File: src/rtl/inv_add_key_mix_cols.sv
// Decryption round back-half: AddRoundKey on accept, then InvMixColumns COLS_PER_CYCLE columns per cycle (bypassed on the final round).
// Latency 1 cycle (final round) or 1+4/COLS_PER_CYCLE; single state in flight, in_ready low until the result is taken.
module inv_add_key_mix_cols #(
  parameter int COLS_PER_CYCLE = 1
) (
  input  logic         clk,
  input  logic         reset,
  input  logic         in_valid,
  output logic         in_ready,
  input  logic [127:0] in_state,
  input  logic [127:0] in_key,
  input  logic         in_last,
  output logic         out_valid,
  input  logic         out_ready,
  output logic [127:0] out_state
);

  typedef enum logic [1:0] {IDLE, BUSY, DONE} fsm_t;

  localparam logic [1:0] COL_STEP   = 2'(COLS_PER_CYCLE % 4);
  localparam logic [1:0] LAST_GROUP = 2'(4 - COLS_PER_CYCLE);

  fsm_t         fsm;
  logic [127:0] state_reg;
  logic [127:0] mixed;
  logic [1:0]   col;
  logic [31:0]  cur [4];
  logic [31:0]  mix_out [COLS_PER_CYCLE];

  function automatic logic [7:0] xtime(input logic [7:0] a);
    return {a[6:0], 1'b0} ^ (a[7] ? 8'h1b : 8'h00);
  endfunction

  function automatic logic [7:0] mul9(input logic [7:0] a);
    logic [7:0] x8;
    x8 = xtime(xtime(xtime(a)));
    return x8 ^ a;
  endfunction

  function automatic logic [7:0] mulb(input logic [7:0] a);
    logic [7:0] x2, x8;
    x2 = xtime(a);
    x8 = xtime(xtime(x2));
    return x8 ^ x2 ^ a;
  endfunction

  function automatic logic [7:0] muld(input logic [7:0] a);
    logic [7:0] x4, x8;
    x4 = xtime(xtime(a));
    x8 = xtime(x4);
    return x8 ^ x4 ^ a;
  endfunction

  function automatic logic [7:0] mule(input logic [7:0] a);
    logic [7:0] x2, x4, x8;
    x2 = xtime(a);
    x4 = xtime(x2);
    x8 = xtime(x4);
    return x8 ^ x4 ^ x2;
  endfunction

  function automatic logic [31:0] inv_mix_col(input logic [31:0] c);
    logic [7:0] a0, a1, a2, a3;
    {a0, a1, a2, a3} = c;
    return {mule(a0) ^ mulb(a1) ^ muld(a2) ^ mul9(a3),
            mule(a1) ^ mulb(a2) ^ muld(a3) ^ mul9(a0),
            mule(a2) ^ mulb(a3) ^ muld(a0) ^ mul9(a1),
            mule(a3) ^ mulb(a0) ^ muld(a1) ^ mul9(a2)};
  endfunction

  for (genvar c = 0; c < 4; c++) begin : g_cur
    assign cur[c] = state_reg[127-32*c -: 32];
  end

  // One mixer per lane; lane k always handles column col+k of the current group.
  for (genvar k = 0; k < COLS_PER_CYCLE; k++) begin : g_mix
    assign mix_out[k] = inv_mix_col(cur[col + 2'(k)]);
  end

  for (genvar c = 0; c < 4; c++) begin : g_wb
    localparam logic [1:0] GROUP = 2'(c - c % COLS_PER_CYCLE);
    assign mixed[127-32*c -: 32] = (col == GROUP) ? mix_out[c % COLS_PER_CYCLE] : cur[c];
  end

  assign out_state = state_reg;

  always_ff @(posedge clk or posedge reset) begin
    if (reset) begin
      fsm       <= IDLE;
      in_ready  <= 1'b1;
      out_valid <= 1'b0;
      state_reg <= '0;
      col       <= '0;
    end else begin
      case (fsm)
        IDLE: begin
          if (in_valid && in_ready) begin
            state_reg <= in_state ^ in_key;
            col       <= '0;
            in_ready  <= 1'b0;
            if (in_last) begin
              fsm       <= DONE;
              out_valid <= 1'b1;
            end else begin
              fsm <= BUSY;
            end
          end
        end
        BUSY: begin
          state_reg <= mixed;
          col       <= col + COL_STEP;
          if (col == LAST_GROUP) begin
            fsm       <= DONE;
            out_valid <= 1'b1;
          end
        end
        DONE: begin
          if (out_ready) begin
            fsm       <= IDLE;
            out_valid <= 1'b0;
            in_ready  <= 1'b1;
          end
        end
        default: begin
          fsm       <= IDLE;
          in_ready  <= 1'b1;
          out_valid <= 1'b0;
        end
      endcase
    end
  end

endmodule
File: config.mk
export PLATFORM = sky130hd
export DESIGN_NAME = inv_add_key_mix_cols
export DESIGN_NICKNAME = d
export VERILOG_FILES = /design/src/rtl/inv_add_key_mix_cols.sv
export SDC_FILE = /design/constraint.sdc
export NUM_CORES = 1
export LEC_CHECK = 0
export ABC_CLOCK_PERIOD_IN_PS = 12600
export CAP_MARGIN = 20
export CORE_MARGIN = 4
export CORE_UTILIZATION = 49
export DETAILED_ROUTE_END_ITERATION = 12
export PLACE_DENSITY = 0.91
export REMOVE_ABC_BUFFERS = 1
export SLEW_MARGIN = 20
export SYNTH_ARGS = -nofsm -noshare
export SYNTH_HDL_FRONTEND = slang
export SYNTH_SLANG_ARGS = --single-unit
export TNS_END_PERCENT = 1
File: constraint.sdc
create_clock -name clk -period 12.6 [get_ports clk]
set_input_delay 1.89 -clock clk [delete_from_list [all_inputs] [get_ports clk]]
set_output_delay 1.89 -clock clk [all_outputs]
set_load 0.05 [all_outputs]
==> results.tsv <==
metric	value	unit
Die H	151	um
GR Util met3	0.0670	
Slowest cell on crit path	a21oi_4	
CTS tree	done	
Routed WL per cell	20.8	um
DRT antenna net count	0	
Final Hold Vio Count	0	
RSZ-0062 raised after global routing	no	
synthesized flop and latch total	134	
clk buf depth	2	
Netlist Area Pre-Place	10000	um^2
DRC marker count from the first detailed-route iteration	507	
CP required	12.93	ns
postcts setup bufs	0	
GR Util met1	0.346	
setup TNS	0	ns
gr busiest metal	met2	
DP Wirelength	26300	um
H-tree Lvls	4	
cts hold-fix bufs	0	
R2R depth	8	
Async S/R FF share, synth	1.00	
post-CTS sizing	0	
Core Util, Final	0.729	
Clk Latency, worst-skew pair	0.42	ns
synthesis-to-layout area growth	46.6	%
Synth Area per Inst	9.88	um^2
DRC	0	
Nets	1636	
Worst Tran Pin Value	1.07	ns
hold path cells	2	
WHS	0.499	ns
CP max stage delay	0.97	ns
fill count	1493	
routing usage on met2	0.517	
vias in the first global route	9610	
clk_skew	0.0116	ns
critical-path cell list	clkdlybuf4s50_1 -> nand3b_1 -> a21oi_4 -> o21ai_0 -> o21ai_0	
RePlAce Congestion	0.954	
most used cell, CP	o21ai_0	
Worst slew margin	0.285	
CP arrival	4.37	ns
critical path class	input port to flip-flop	
ANT cells	0	
initial antenna violation count	0	
Slew Viols, Final	0	
Critical Path End Type	flip-flop	
WP buf/inv	1	
EDFF count, synth	0	
layout cells sized above 1	0.0773	
Final Setup Violations	0	
first-pass GRT wire length	50900	um
Multi-input gate area	6400	um^2
DR pass1 iterations	5	
Period minus WS final	4.04	ns
Worst path depth	5	
Critical Path Fanout Max	34	
predominant post-synthesis flop cell	dfrtp_1	
clock buffer count from CTS	17	
FP Rows	52	
critical path's top delay family	compound AO/OA/AOI/OAI gates	
CTS Sinks	134	
CORE AREA	20200	um^2
GRT Overall Usage	0.293	
sequential area share after synthesis	0.335	
largest net degree at the start of global routing	70	
Die Wd	151	um
fin crit share	0.321	
Worst Hold Class	flip-flop to flip-flop	
status	finished clean	
Mapped Cells	1015	
final WL	34300	um
Clk pin slew, worst setup/hold paths	0.06	ns
port bufs	390	
gr ovfl total	0	
Storage cell area	3360	um^2
via count	9109	
Startpoint Class	input port	
Yosys cell types	41	
IO Pins	391	
die area	22800	um^2
Maximum Capacitance Violations	0	
Initial Util	0.497	
synth warn	0	
FMAX	247	MHz
root buf cell	clkbuf_16	
drt via density	5.51	
-- per-stage QoR --
step	instance area (um^2)	setup WS, ns	cells
3_5_place_dp	14100	8.23	1622
4_1_cts	14700	8.59	1654
5_1_grt	14700	8.37	1654
6_report	14700	8.56	1654
3_3_place_gp	14100	8.39	1622
2_1_floorplan	9720	7.13	953
-- worst register-to-register path: stages, from the launching register on --
cell and delay, ns:
dfrtp_2 0.75, buf_4 0.51, mux4_2 0.70, xnor2_2 0.52
xnor2_1 0.22, xnor2_1 0.36, xnor3_1 0.49, nor2_1 0.21
o21ai_0 0.13
-- final timing paths --
| check | startpoint | end | slack (ns) |
|---|---|---|---|
| max in group asynchronous | reset | col[0]$_DFFE_PP0P_ | 9.37 |
| max reg2reg | col[1]$_DFFE_PP0P_ | out_state[69]$_DFFE_PP0P_ | 8.60 |
| min | out_state[9]$_DFFE_PP0P_ | out_state[9]$_DFFE_PP0P_ | 0.50 |
| min in group asynchronous | reset | out_state[29]$_DFFE_PP0P_ | 1.93 |
| max | in_valid | out_state[125]$_DFFE_PP0P_ | 8.56 |
| min reg2reg | out_state[9]$_DFFE_PP0P_ | out_state[9]$_DFFE_PP0P_ | 0.50 |
-- per-layer routing --
metal | part of all wire | wire length (um) | vias to the layer above
li1 | - | - | 4144
met1 | 0.36 | 12300 | 4400
met2 | 0.51 | 17600 | 487
met3 | 0.098 | 3360 | 78
met4 | 0.031 | 1080 | 0
met5 | 0 | 0 | -
-- cell usage after synthesis, drive strengths merged (2+ instances only) --
library cell | count | area, um^2
o31ai | 16 | 120
dfrtp | 133 | 3330
xor2 | 169 | 1520
inv | 4 | 15.0
a21oi | 22 | 114
ha | 4 | 50.1
nand2 | 145 | 544
a31oi | 24 | 150
clkbuf | 40 | 150
xnor2 | 119 | 1190
mux4 | 32 | 721
o21ai | 163 | 816
buf | 22 | 158
xnor3 | 32 | 722
nor2 | 75 | 287
or2 | 2 | 12.5
-- sequential cells by signal, summed over array words and instances (netlist names) --
register / count
out_state: 128
in_ready: 1
fsm: 2
out_valid: 1
col: 2
-- cells in the final DEF, fill, tap and decap left out, drive strengths merged, types with 5 or more instances in the layout --
cell type / Yosys / routed
xor2: 169 / 169
nor2: 75 / 75
o31ai: 16 / 16
xnor2: 119 / 119
mux4: 32 / 32
xnor3: 32 / 32
clkinv: 1 / 7
clkdlybuf4s50: 0 / 390
o21ai: 163 / 163
buf: 22 / 9
a21oi: 22 / 22
inv: 4 / 5
nand2: 145 / 145
dfrtp: 133 / 133
a31oi: 24 / 24
clkbuf: 40 / 20
-- cell type report --
| class | instances | share of cell area |
|---|---|---|
| Timing Repair Buffer | 399 | 0.270 |
| Clock inverter | 12 | 0.0103 |
| Multi-Input combinational cell | 814 | 0.435 |
| Tap cell | 270 | 0.0230 |
| Clock buffer | 20 | 0.0311 |
| Sequential cell | 134 | 0.228 |
| Inverter | 5 | 0.00162 |
-- kinds of logic (layout without fill, tap and decap cells) --
logic type	count (synthesis)	in the layout	synth area share
compound gates	231	231	0.125
buf+inv	67	436	0.0326
xor+xnor	321	321	0.344
fa+ha+maj	4	4	0.00499
mux	33	33	0.0729
flops	134	134	0.335
simple gates	225	225	0.0860
Power is not shown: default switching activity piles up to over one toggle a cycle in this logic, so the estimate is an artifact.
==> RTL edit 1: new RTL, same flow settings <==
Register the input `in_key` before use, without a reset. The logic sees it one clock later. The other inputs are not delayed to match.
--- a/src/rtl/inv_add_key_mix_cols.sv
+++ b/src/rtl/inv_add_key_mix_cols.sv
@@ -19,6 +19,12 @@
 
   localparam logic [1:0] COL_STEP   = 2'(COLS_PER_CYCLE % 4);
   localparam logic [1:0] LAST_GROUP = 2'(4 - COLS_PER_CYCLE);
+
+  logic [127:0] in_key_q;
+
+  always_ff @(posedge clk) begin
+    in_key_q <= in_key;
+  end
 
   fsm_t         fsm;
   logic [127:0] state_reg;
@@ -95,7 +101,7 @@
       case (fsm)
         IDLE: begin
           if (in_valid && in_ready) begin
-            state_reg <= in_state ^ in_key;
+            state_reg <= in_state ^ in_key_q;
             col       <= '0;
             in_ready  <= 1'b0;
             if (in_last) begin
Behaviour: not the same (a bounded check fails within 4 cycles, from zero or initial values and one cycle with reset high).
==> RTL edit 1 against the original RTL <==
Area after synthesis grew 23%. Sequential share of layout area grew 11 points. Final area grew 18%. Worst setup slack gained 150 ps. Wire length grew 15%. Count of clock-buffer cells in the layout grew 28. Sequential cell count grew 128.
Power is left out: the tool's default activity adds up to more than one toggle a clock period on the data nets, which glitch-free logic cannot reach.
==> RTL edit 1: results (changes against the original RTL) <==
status:
  status: "complete, no violations"
logic_synthesis:
  synth_top_cells_by_count: "xor2_1, dfrtp_1, dfxtp_1"
  ys_seq_area_share_pct: 47.90  # +14 points
  ys_types: 38  # -7.3%
  synthTopCellsByArea: "dfrtp_1, dfxtp_1, xor2_1"
  async_flop_share_pct: 51.15  # -49 points
sta:
  hold_ws_ps: 472.0  # -26.73 ps
  timing.slew.headroom_pct: 26.41  # -2.1 points
cts:
  clk_latency_ps: 570  # +150 ps
  cts.htree.levels: 1  # -3
  cts_buffers: 28  # +11
  cts_buffer_depth: 3  # +1
critical_path:
  critPathArrivalTime_ps: 4300  # -70 ps
  ff2ff_setup_slack_ps: 8710  # +110 ps
  rr_endpoint: "out_state[92]"
  startpoint: "col[1]"
  crit_slowest_cell: "dfrtp_2"
  worstPathMaxFanout: 20  # -41%
global_routing:
  grt_pass1_vias: 10920  # +14%
  grt.total_usage_pct: 27.54  # -1.7 points
  grt_first_pass_wirelength_mm: 60.72  # +19%
  grt_max_degree: 98  # +40%
routing:
  drt_iter0_drc: 664  # +31%
  drt-total-wl_mm: 39.54  # +15%
worst_hold_path:
  hold_start: "in_ready"
  min_to: "in_ready"
finish:
  fillers: 1751  # +17%
  drive_above_1_share_pct: 7.011  # -0.72 points
  fin_nets: 1755  # +7.3%
placement:
  place_ws_ps: 8343  # +116.2 ps
  place.detailed.hpwl_mm: 28.67  # +9.1%
-- RTL edit 1: cell count changes in the layout (fill, tap and decap cells not counted), moves of 7 or more --
| cell | before | now |
|---|---|---|
| nor2_1 | 73 | 103 |
| xnor2_2 | 12 | 5 |
| nand2_1 | 144 | 108 |
| o31ai_1 | 16 | 1 |
| o21ai_0 | 142 | 77 |
| o21ai_1 | 21 | 11 |
| a21oi_1 | 17 | 98 |
| xnor3_1 | 31 | 24 |
| clkbuf_1 | 1 | 10 |
| clkbuf_16 | 17 | 30 |
| a31oi_1 | 24 | 36 |
| dfxtp_1 | 0 | 128 |
-- RTL edit 1: final cells by class --
type,instances,area [µm²],area share [%]
Timing Repair Buffer,394,3934,22.63
Inverter,4,20.02,0.1152
Sequential cell,262,5919,34.06
Clock buffer,48,898.4,5.169
Tap cell,324,405.4,2.332
Multi-Input combinational cell,800,6172,35.51
Clock inverter,4,31.28,0.1800
-- RTL edit 1: stage by stage --
stage | cells | cell area (µm²) | utilization [%]
after floorplan | 1066 | 12030 | -
after global placement | 1784 | 16440 | 67.00
after detailed placement | 1784 | 16440 | 67.00
after CTS | 1836 | 17370 | 70.79
after global routing | 1836 | 17380 | 70.84
final | 1836 | 17380 | 70.84
-- RTL edit 1: logic make-up (layout without fill, tap and decap cells) --
kind of cell	Yosys count	count (layout)	synth area share [%]
AND/OR/NAND/NOR	224	224	7.070
buffers and inverters	66	450	2.745
AO/OA/AOI/OAI	230	230	9.774
XOR/XNOR	309	309	26.19
adder cells (fa/ha/maj)	4	4	0.4052
multiplexers	33	33	5.915
flip-flops	262	262	47.90
-- RTL edit 1: worst max-delay path by stage --
stage / to / slack, ps / cells after the start
final: out_state[92] / 8710 / 8
after global routing: out_state[92] / 8470 / 8
after CTS: out_state[92] / 8660 / 8
after detailed placement: out_state[86] / 8340 / 6
after global placement: out_state[81] / 8470 / 6
after floorplan: col[0] / 7130 / 1
-- RTL edit 1: worst max-delay path: cells and delay by family (launching register included) --
family	cells	cell delay, ps
compound gates	1	170
xor+xnor	4	1440
buf+inv	1	480
flops	1	720
mux	1	650
simple gates	1	250
-- RTL edit 1: metal layers --
metal,global-route usage [%],vias up,share of wire (%)
li1,-,4516,-
met1,32.36,4872,37
met2,49.11,493,51
met3,6.352,102,8.3
met4,10.57,0,3.9
met5,0,-,0
==> RTL edit 2: new RTL, same settings <==
Made on the original files. Reset style: synchronous (`reset`), changed in one clocked block.
--- a/src/rtl/inv_add_key_mix_cols.sv
+++ b/src/rtl/inv_add_key_mix_cols.sv
@@ -84,7 +84,7 @@
 
   assign out_state = state_reg;
 
-  always_ff @(posedge clk or posedge reset) begin
+  always_ff @(posedge clk) begin
     if (reset) begin
       fsm       <= IDLE;
       in_ready  <= 1'b1;
Check against the original RTL: not equivalent (a bounded check fails within 4 cycles, from zero or initial values and one cycle with reset high; the reset may be asserted at any time).
==> RTL edit 2 against the original RTL <==
Hold slack lost 30 ps. Wire length decreased by 0.65%. Area after synthesis is 1.2% higher. Largest cell class unchanged. Sequential cell count unchanged. Sequential share of layout area shrank 4.5 points. Worst setup slack improved by 110 ps. Final area down 0.43%.
Power is left out: it rests on default switching activity, and per cell area and clock period it moved more than threefold.
==> RTL edit 2: results (changes against the original RTL) <==
logic_synthesis:
  synthTopCellsByArea: "dfxtp_1, xor2_1, xnor3_1"
  ys_seq_area_share_pct: 26.44  # -7.0 points
  synth_ff_type: "dfxtp_1"
  ys_types: 40  # -2.4%
  synth_top_cells_by_count: "dfxtp_1, xor2_1, xnor2_1"
  async_flop_share_pct: 0  # -100 points
global_routing:
  grt_first_pass_wirelength_mm: 52.06  # +2.3%
  grt.total_usage_pct: 28.01  # -1.3 points
  grt_max_degree: 102  # +46%
  grt_pass1_vias: 9466  # -1.5%
finish:
  drive_above_1_share_pct: 7.692  # -0.039 points
  fin_nets: 1617  # -1.2%
placement:
  routabilityCongestion: 0.9416  # -1.3%
  post_dp_cell_area_mm2: 0.01403  # -0.42%
  place.detailed.hpwl_mm: 25.84  # -1.6%
status:
  status: "complete, no violations"
routing:
  routedWlPerCell_um: 20.86  # +0.50%
  drt_iter0_drc: 707  # +39%
  vias: 9357  # +2.7%
worst_hold_path:
  hold_path.class: "reg -> reg"
cts:
  clkTransAtPathRegs_ps: 60  # about the same
  clk_latency_ps: 420  # about the same
  post-cts-setup-buffers: 0  # unchanged
critical_path:
  crit_slowest_cell: "mux4_2"
  crit_family: "XOR/XNOR gates"
  slowest_delay_ps: 750  # -220 ps
  worstPathMaxFanout: 37  # +8.8%
  critPathArrivalTime_ps: 4190  # -180 ps
sta:
  worstMarginPinSlew_ps: 1119  # +48.70 ps
  fin_skew_ps: 11.47  # -0.1400 ps
==> RTL edit 2: path summary, 6_finish.rpt <==
kind,slack [ps],start,to
setup / recovery,8670,col[0],out_state[93]
hold / removal,470,out_state[112],out_state[112]
setup reg to reg,8670,col[0],out_state[93]
hold reg to reg,470,out_state[112],out_state[112]
==> RTL edit 2: kinds of logic (layout without fill, tap and decap cells) <==
kind of cell / count (synthesis) / count (layout) / share of synthesized area (%)
buffers and inverters: 92 / 431 / 4.267
AO/OA/AOI/OAI: 208 / 208 / 15.38
multiplexers: 32 / 32 / 7.104
adder cells (fa/ha/maj): 4 / 4 / 0.4934
XOR/XNOR: 299 / 299 / 33.86
flip-flops: 134 / 134 / 26.44
AND/OR/NAND/NOR: 257 / 257 / 12.46
==> RTL edit 2: layout make-up <==
| cell class | instances | area (µm²) |
|---|---|---|
| multi-input combinational | 800 | 7058 |
| sequential | 134 | 2688 |
| inverter | 2 | 7.507 |
| timing repair buffer | 397 | 3954 |
| clock inverter | 10 | 123.9 |
| fill | 1447 | 5667 |
| clock buffer | 22 | 464.2 |
| tap | 270 | 337.8 |
==> RTL edit 2: routing by layer <==
metal	wire length, µm	global-route usage (%)	up-vias
met5	0	0	-
met1	12710	33.74	4403
li1	-	-	4303
met3	3098	6.797	79
met2	17190	48.75	572
met4	1106	10.23	0
==> RTL edit 2: worst min-delay path, cell delays in order (launching register included) <==
cell and delay, ps:
dfxtp_1 320, nand2_1 50, a21oi_1 50
==> RTL edit 2: through the flow <==
step                      std cells  hold slack (ps)  setup WS [ps]
after floorplan                 936            603.5           7528
after global placement         1603            449.2           8591
after detailed placement       1603            457.3           8526
after CTS                      1635            465.1           8512
after global routing           1635            495.2           8448
final                          1635            469.0           8669
